$ cat config.mk
export PLATFORM = sky130hd
export DESIGN_NAME = sdram_wb_bridge
export DESIGN_NICKNAME = d
export VERILOG_FILES = /design/src/rtl/sdram_wb_pkg.sv /design/src/rtl/sdram_wb_watchdog.sv /design/src/rtl/sdram_wb_bridge.sv
export SDC_FILE = /design/constraint.sdc
export NUM_CORES = 1
export LEC_CHECK = 0
export CAP_MARGIN = 10
export CORE_ASPECT_RATIO = 0.9
export CORE_MARGIN = 10
export CORE_UTILIZATION = 34
export DETAILED_ROUTE_END_ITERATION = 16
export PLACE_DENSITY = 0.67
export SLEW_MARGIN = 5
export SYNTH_ARGS = -nofsm -noshare
export SYNTH_HDL_FRONTEND = slang
export SYNTH_HIERARCHICAL = 1
export SYNTH_SLANG_ARGS = --single-unit
$ cat constraint.sdc
create_clock -name clk -period 2.1 [get_ports clk]
set_input_delay 0.21 -clock clk [delete_from_list [all_inputs] [get_ports clk]]
set_output_delay 0.21 -clock clk [all_outputs]
set_load 0.02 [all_outputs]
$ cat src/rtl/sdram_wb_pkg.sv
// Shared types and constants for the Wishbone-to-SDRAM-controller bridge and its helpers.
package sdram_wb_pkg;

    typedef enum logic [1:0] {
        IDLE = 2'd0,
        REQ  = 2'd1,
        WAIT = 2'd2,
        GAP  = 2'd3
    } state_t;

    localparam int GUARD_CYCLES = 1;
    localparam int SD_AW        = 25;

endpackage

$ cat src/rtl/sdram_wb_watchdog.sv
// Cycle watchdog for SDRAM clients: counts enabled cycles and flags the TIMEOUT-th one.
module sdram_wb_watchdog #(
    parameter int TW      = 8,
    parameter int TIMEOUT = 255
) (
    input  logic clk,
    input  logic init_n,
    input  logic clear,
    input  logic enable,
    output logic expired
);

    localparam logic [TW-1:0] LAST = TW'(TIMEOUT - 1);

    logic [TW-1:0] count;

    // expired is high during the enabled cycle that would make the count reach TIMEOUT
    assign expired = enable && (count == LAST);

    always_ff @(posedge clk or negedge init_n) begin
        // NOTE: sequential state is always written with non-blocking assignments so every
        // register samples pre-edge values regardless of block ordering.
        if (!init_n) begin
            count <= '0;
        end else if (clear) begin
            count <= '0;
        end else if (enable) begin
            count <= count + 1'b1;
        end
    end

endmodule

$ cat src/rtl/sdram_wb_bridge.sv
// Wishbone 16-bit slave driving the SDRAM controller's edge-triggered rd/we/ready port.
// Define SDRAM_WB_POSTED_WRITE_EN to ack writes at accept and report their timeouts on the next cycle.
module sdram_wb_bridge
    import sdram_wb_pkg::*;
#(
    parameter int               AW      = 21,
    parameter logic [SD_AW-1:0] BASE    = '0,
    parameter int               TIMEOUT = 255,
    parameter int               TW      = 8
) (
    input  logic             clk,
    input  logic             init_n,
    input  logic             wb_cyc,
    input  logic             wb_stb,
    input  logic             wb_we,
    input  logic [AW-1:0]    wb_adr,
    input  logic [1:0]       wb_sel,
    input  logic [15:0]      wb_dat_i,
    output logic [15:0]      wb_dat_o,
    output logic             wb_ack,
    output logic             wb_err,
    output logic [SD_AW-1:0] sd_addr,
    output logic [15:0]      sd_din,
    output logic [1:0]       sd_wtbt,
    output logic             sd_we,
    output logic             sd_rd,
    input  logic [15:0]      sd_dout,
    input  logic             sd_ready
);

`ifdef SDRAM_WB_POSTED_WRITE_EN
    localparam bit POSTED_WRITE = 1'b1;
`else
    localparam bit POSTED_WRITE = 1'b0;
`endif

    state_t           state;
    logic [1:0]       guard_cnt;
    logic             is_write;
    logic             aborted;
    logic             err_pending;
    logic             wd_expired;
    logic [SD_AW-1:0] addr_sum;

    assign addr_sum = BASE + SD_AW'({wb_adr, 1'b0});

    sdram_wb_watchdog #(
        .TW      (TW),
        .TIMEOUT (TIMEOUT)
    ) u_watchdog (
        .clk     (clk),
        .init_n  (init_n),
        .clear   (state != WAIT),
        .enable  ((state == WAIT) && !sd_ready),
        .expired (wd_expired)
    );

    always_ff @(posedge clk or negedge init_n) begin
        if (!init_n) begin
            state       <= IDLE;
            guard_cnt   <= '0;
            is_write    <= 1'b0;
            aborted     <= 1'b0;
            err_pending <= 1'b0;
            wb_dat_o    <= '0;
            wb_ack      <= 1'b0;
            wb_err      <= 1'b0;
            sd_addr     <= '0;
            sd_din      <= '0;
            sd_wtbt     <= '0;
            sd_we       <= 1'b0;
            sd_rd       <= 1'b0;
        end else begin
            // ack/err default low so each can only ever be a single-cycle pulse
            wb_ack <= 1'b0;
            wb_err <= 1'b0;
            case (state)
                IDLE: begin
                    if (wb_cyc && wb_stb) begin
                        if (err_pending) begin
                            wb_err      <= 1'b1;
                            err_pending <= 1'b0;
                            state       <= GAP;
                        end else if (wb_we && (wb_sel == 2'b00)) begin
                            // empty-lane write never reaches the controller's 8-bit mode
                            wb_ack <= 1'b1;
                            state  <= GAP;
                        end else if (sd_ready) begin
                            sd_addr   <= {addr_sum[SD_AW-1:1], 1'b0};
                            sd_din    <= wb_dat_i;
                            sd_wtbt   <= wb_we ? wb_sel : 2'b11;
                            sd_we     <= wb_we;
                            sd_rd     <= !wb_we;
                            is_write  <= wb_we;
                            aborted   <= 1'b0;
                            guard_cnt <= '0;
                            wb_ack    <= POSTED_WRITE && wb_we;
                            state     <= REQ;
                        end
                    end
                end
                REQ: begin
                    if (!wb_cyc) aborted <= 1'b1;
                    if (guard_cnt == 2'(GUARD_CYCLES - 1)) begin
                        state <= WAIT;
                    end else begin
                        guard_cnt <= guard_cnt + 1'b1;
                    end
                end
                WAIT: begin
                    if (sd_ready || wd_expired) begin
                        sd_rd <= 1'b0;
                        sd_we <= 1'b0;
                        state <= GAP;
                        if (sd_ready) begin
                            if (!is_write) wb_dat_o <= sd_dout;
                            if (!(POSTED_WRITE && is_write)) wb_ack <= wb_cyc && !aborted;
                        end else if (POSTED_WRITE && is_write) begin
                            err_pending <= 1'b1;
                        end else begin
                            // a master that already left the bus must not see a stray err
                            wb_err <= wb_cyc && !aborted;
                        end
                    end else if (!wb_cyc) begin
                        aborted <= 1'b1;
                    end
                end
                GAP: begin
                    state <= IDLE;
                end
                default: begin
                    state <= IDLE;
                end
            endcase
        end
    end

endmodule

==> flow_summary_export.csv, run 1 <==
group,metric,value,unit
logic_synthesis,synthMuxAreaShare,0.208,
logic_synthesis,synth_top_cells_by_area,"dfrtp_1 58%, mux2_2 20%, ha_1 3.2%",
logic_synthesis,yosys.area.top_type,"dfrtp_1",
placement,portBuffers,119,
sta,slew-limit-headroom,0.640,
logic_synthesis,synth_commonest_cells,"73 x dfrtp_1, 55 x mux2_2, 11 x nor2_1",
logic_synthesis,synthMostInstantiatedCell,"dfrtp_1",
logic_synthesis,synth_top_family_by_area,"multiplexers",
floorplanning,initial_utilization,0.348,
critical_path,cp_top_family,"flip-flops",
sta,fin_skew,0.00760,ns
cts,cts_tree,"done",
power_and_ir_drop,internal_power,4.44,mW
global_routing,grt_max_degree,42,
critical_path,cp_cell_sequence,"inv_1, ha_1, nand4_1, nor2_4, buf_12, mux2_2",
logic_synthesis,yosysWarnings,6,
floorplanning,std_cell_rows,33,
cts,ctsRootBufferMaster,"clkbuf_8",
logic_synthesis,yosysUniqueCellTypes,40,
logic_synthesis,ys_ff_latch,73,
logic_synthesis,syn_area_per_cell,13.5,µm²
worst_hold_path,hp-class,"in2async",
sta,grt_setup_unrepaired,"false",
logic_synthesis,synth_edf_count,0,
power_and_ir_drop,ir_drop,0.000741,V
global_routing,grt_usage,0.121,
sta,setup_ws,0.217,ns
cts,clkSlewWorstSetupHoldPaths,0.08,ns
floorplanning,io_pins,124,
sta,max_clock_freq,531,MHz
critical_path,cp-start-kind,"flip-flop",
sta,tns,0,ns
cts,postCtsSetupRepairBufs,0,
sta,worstMarginPinSlew,0.540,ns
critical_path,critPathKind,"reg2reg",
logic_synthesis,yosysTopAreaCellShare,0.578,
critical_path,cp_max_fo,23,
global_routing,gr-total-overflow,0,
logic_synthesis,synth-adder-area-share,0.0316,
critical_path,cp.arrival,2.11,ns
sta,period_needed,1.88,ns
floorplanning,die_w,122,µm
final_layout,drive_above_1_share,0.245,
sta,final-setup-viol-count,0,
logic_synthesis,syn-cell-area,3160,µm²
sta,post-route-period-util,0.897,
cts,worstSkewPairLatency,0.34,ns
floorplanning,coreArea,9080,µm²
routing,dr.first_iter.drc_count,130,
floorplanning,dieArea,13600,µm²
power_and_ir_drop,p_clk_frac,0.183,
logic_synthesis,synth_top_flop_cell,"dfrtp_1",
routing,wirelength,8160,µm
placement,gp_congestion,0.798,
placement,pre_cts_slack,0.0343,ns
logic_synthesis,synthCells,235,
outcome,outcome,"finished clean",
critical_path,path_buf_inv,2,
logic_synthesis,ys_seq_area_frac,0.578,
critical_path,slowest_stage,"dfrtp_1",
floorplanning,die_h,112,µm
logic_synthesis,synthArstFlopShare,1.00,
final_layout,syn_to_final_growth,52.2,%
global_routing,antenna_found_initial,0,
critical_path,slowest_delay,0.42,ns
cts,htreeDepth,3,
routing,first_pass_iters,4,
cts,clock_sinks,73,
placement,dpl.hpwl,6400,µm
sta,hold_viol,0,
routing,via_count,2285,
final_layout,nNetsFinal,439,
critical_path,worstSetupEndpointType,"flip-flop",
power_and_ir_drop,seqPwrFrac,0.339,
global_routing,grt_pass1_wl,13100,µm
power_and_ir_drop,leakage,2.05,nW
logic_synthesis,synthSimpleGateAreaFrac,0.0712,
global_routing,grt_pass1_vias,2555,
routing,route.detailed.drc,0,
logic_synthesis,synth_compound_area_frac,0.0574,
power_and_ir_drop,power.density,1420,nW/µm²
routing,post_drt_wl_per_cell,16.4,µm
routing,ant_nets,0,
power_and_ir_drop,p_comb_frac,0.478,
critical_path,r2r_slack,0.22,ns
logic_synthesis,yosys.area_share.xor_xnor,0.0111,
critical_path,cp.required,2.33,ns
run,cap_viol_max_count,0,
final_layout,antenna_cells,0,
cts,cts_buffer_depth,2,
routing,viasPerCell,4.60,
cts,cts_buffers,9,
power_and_ir_drop,swShare,0.350,
power_and_ir_drop,p_switching,2.39,mW
sta,slew_violations,0,
-- cell usage in the layout, fill, tap and decap left out, types with 2 or more instances in the layout --
cell type | Yosys | final
a21oi_1 | 7 | 7
a31oi_1 | 2 | 2
buf_12 | 0 | 2
buf_4 | 6 | 14
bufinv_16 | 0 | 2
clkbuf_8 | 0 | 10
clkdlybuf4s50_1 | 0 | 118
conb_1 | 1 | 4
dfrtp_1 | 73 | 73
ha_1 | 8 | 8
inv_1 | 10 | 10
mux2_2 | 55 | 55
mux2i_1 | 4 | 4
nand2_1 | 4 | 4
nand2b_1 | 3 | 3
nand3_1 | 2 | 2
nand4_1 | 5 | 5
nor2_1 | 11 | 10
o21ai_0 | 7 | 7
o31ai_1 | 2 | 2
or3_1 | 5 | 5
xor2_1 | 3 | 3
-- worst register-to-register path, stage by stage, from the launching register on --
cell	delay, ns
dfrtp_1	0.42
inv_1	0.14
ha_1	0.25
nand4_1	0.19
nor2_4	0.21
buf_12	0.21
mux2_2	0.36
-- flip-flops by register name (all words and copies together) (netlist names) --
name,count
state,2
is_write,1
sd_we,1
guard_cnt,2
sd_wtbt,2
sd_rd,1
sd_din,16
wb_ack,1
wb_err,1
aborted,1
sd_addr,21
u_watchdog/count,8
wb_dat_o,16
-- layer usage --
layer,wire [µm],vias to the layer above,track usage
met4,65,0,0.0286
met2,3990,87,0.198
met5,0,-,0
met3,926,7,0.0727
met1,3180,1102,0.132
li1,-,1089,-
-- metrics by stage --
stage / total power, mW / utilization / std cells / area (µm²) / hold WS [ns]
after floorplan: 4.04 / - / 238 / 3170 / -0.0856
after global placement: 5.58 / 0.503 / 480 / 4570 / 0.235
after detailed placement: 5.66 / 0.503 / 480 / 4570 / 0.231
after CTS: 6.93 / 0.529 / 497 / 4810 / 0.398
after global routing: 7.26 / 0.530 / 497 / 4810 / 0.429
final: 6.83 / 0.530 / 497 / 4810 / 0.388
-- kinds of logic (layout without fill, tap and decap cells) --
kind of cell               Yosys count  count (layout)
DFF                                 73              73
muxes                               59              59
and+or+nand+nor                     37              37
AOI/OAI and AO/OA                   28              28
buffers and inverters               25             162
adders and majority gates            8               8
xor gates and xnor gates             4               4
other                                1               4
-- power by group through the flow --
stage	Sequential (mW)	Clock, mW	Combinational (mW)
CTS	2.33	1.29	3.31
global placement	2.32	0	3.26
detailed placement	2.35	0	3.30
finish	2.32	1.25	3.26
floorplan	3.00	0	1.04
global route	2.40	1.35	3.51
-- repair_timing --
action | CTS | global route
resized for setup | 0 | 2
endpoints found under the setup margin | 0 | 2
hold buffers | 1 | 0
endpoints found under the hold margin | 38 | 0
-- area by class of cell --
type,instances,area (µm²)
Multi-Input combinational cell,140,1230
Tap cell,122,153
Sequential cell,73,1830
Timing Repair Buffer,135,1340
Fill cell,805,4270
Clock inverter,6,90.1
Clock buffer,10,138
Inverter,11,41.3
-- path summary, 6_finish.rpt --
path / start / endpoint / cells after the start
hold reg to reg: sd_din[3] / sd_din[3] / 1
hold / removal: init_n / sd_addr[21] / 2
max in group asynchronous: init_n / sd_din[10] / 3
min in group clk: wb_adr[6] / sd_addr[7] / 2
setup reg to reg: state[1] / sd_addr[11] / 6
setup / recovery: state[1] / sd_addr[11] / 6
(Power assumes the default switching activity.)
==> run 2, diff against run 1 <==
--- a/config.mk
+++ b/config.mk
@@ -16,3 +16,4 @@
 export SYNTH_HDL_FRONTEND = slang
 export SYNTH_HIERARCHICAL = 1
 export SYNTH_SLANG_ARGS = --single-unit
+export TNS_END_PERCENT = 1
==> results of run 2 <==
The final DEF is identical to that of run 1; final timing and power are the same.
==> run 3, diff against run 2 <==
--- a/config.mk
+++ b/config.mk
@@ -16,4 +16,4 @@
 export SYNTH_HDL_FRONTEND = slang
 export SYNTH_HIERARCHICAL = 1
 export SYNTH_SLANG_ARGS = --single-unit
-export TNS_END_PERCENT = 1
+export TNS_END_PERCENT = 30
==> results of run 3 <==
The final DEF is identical to that of run 1; final timing and power are the same.
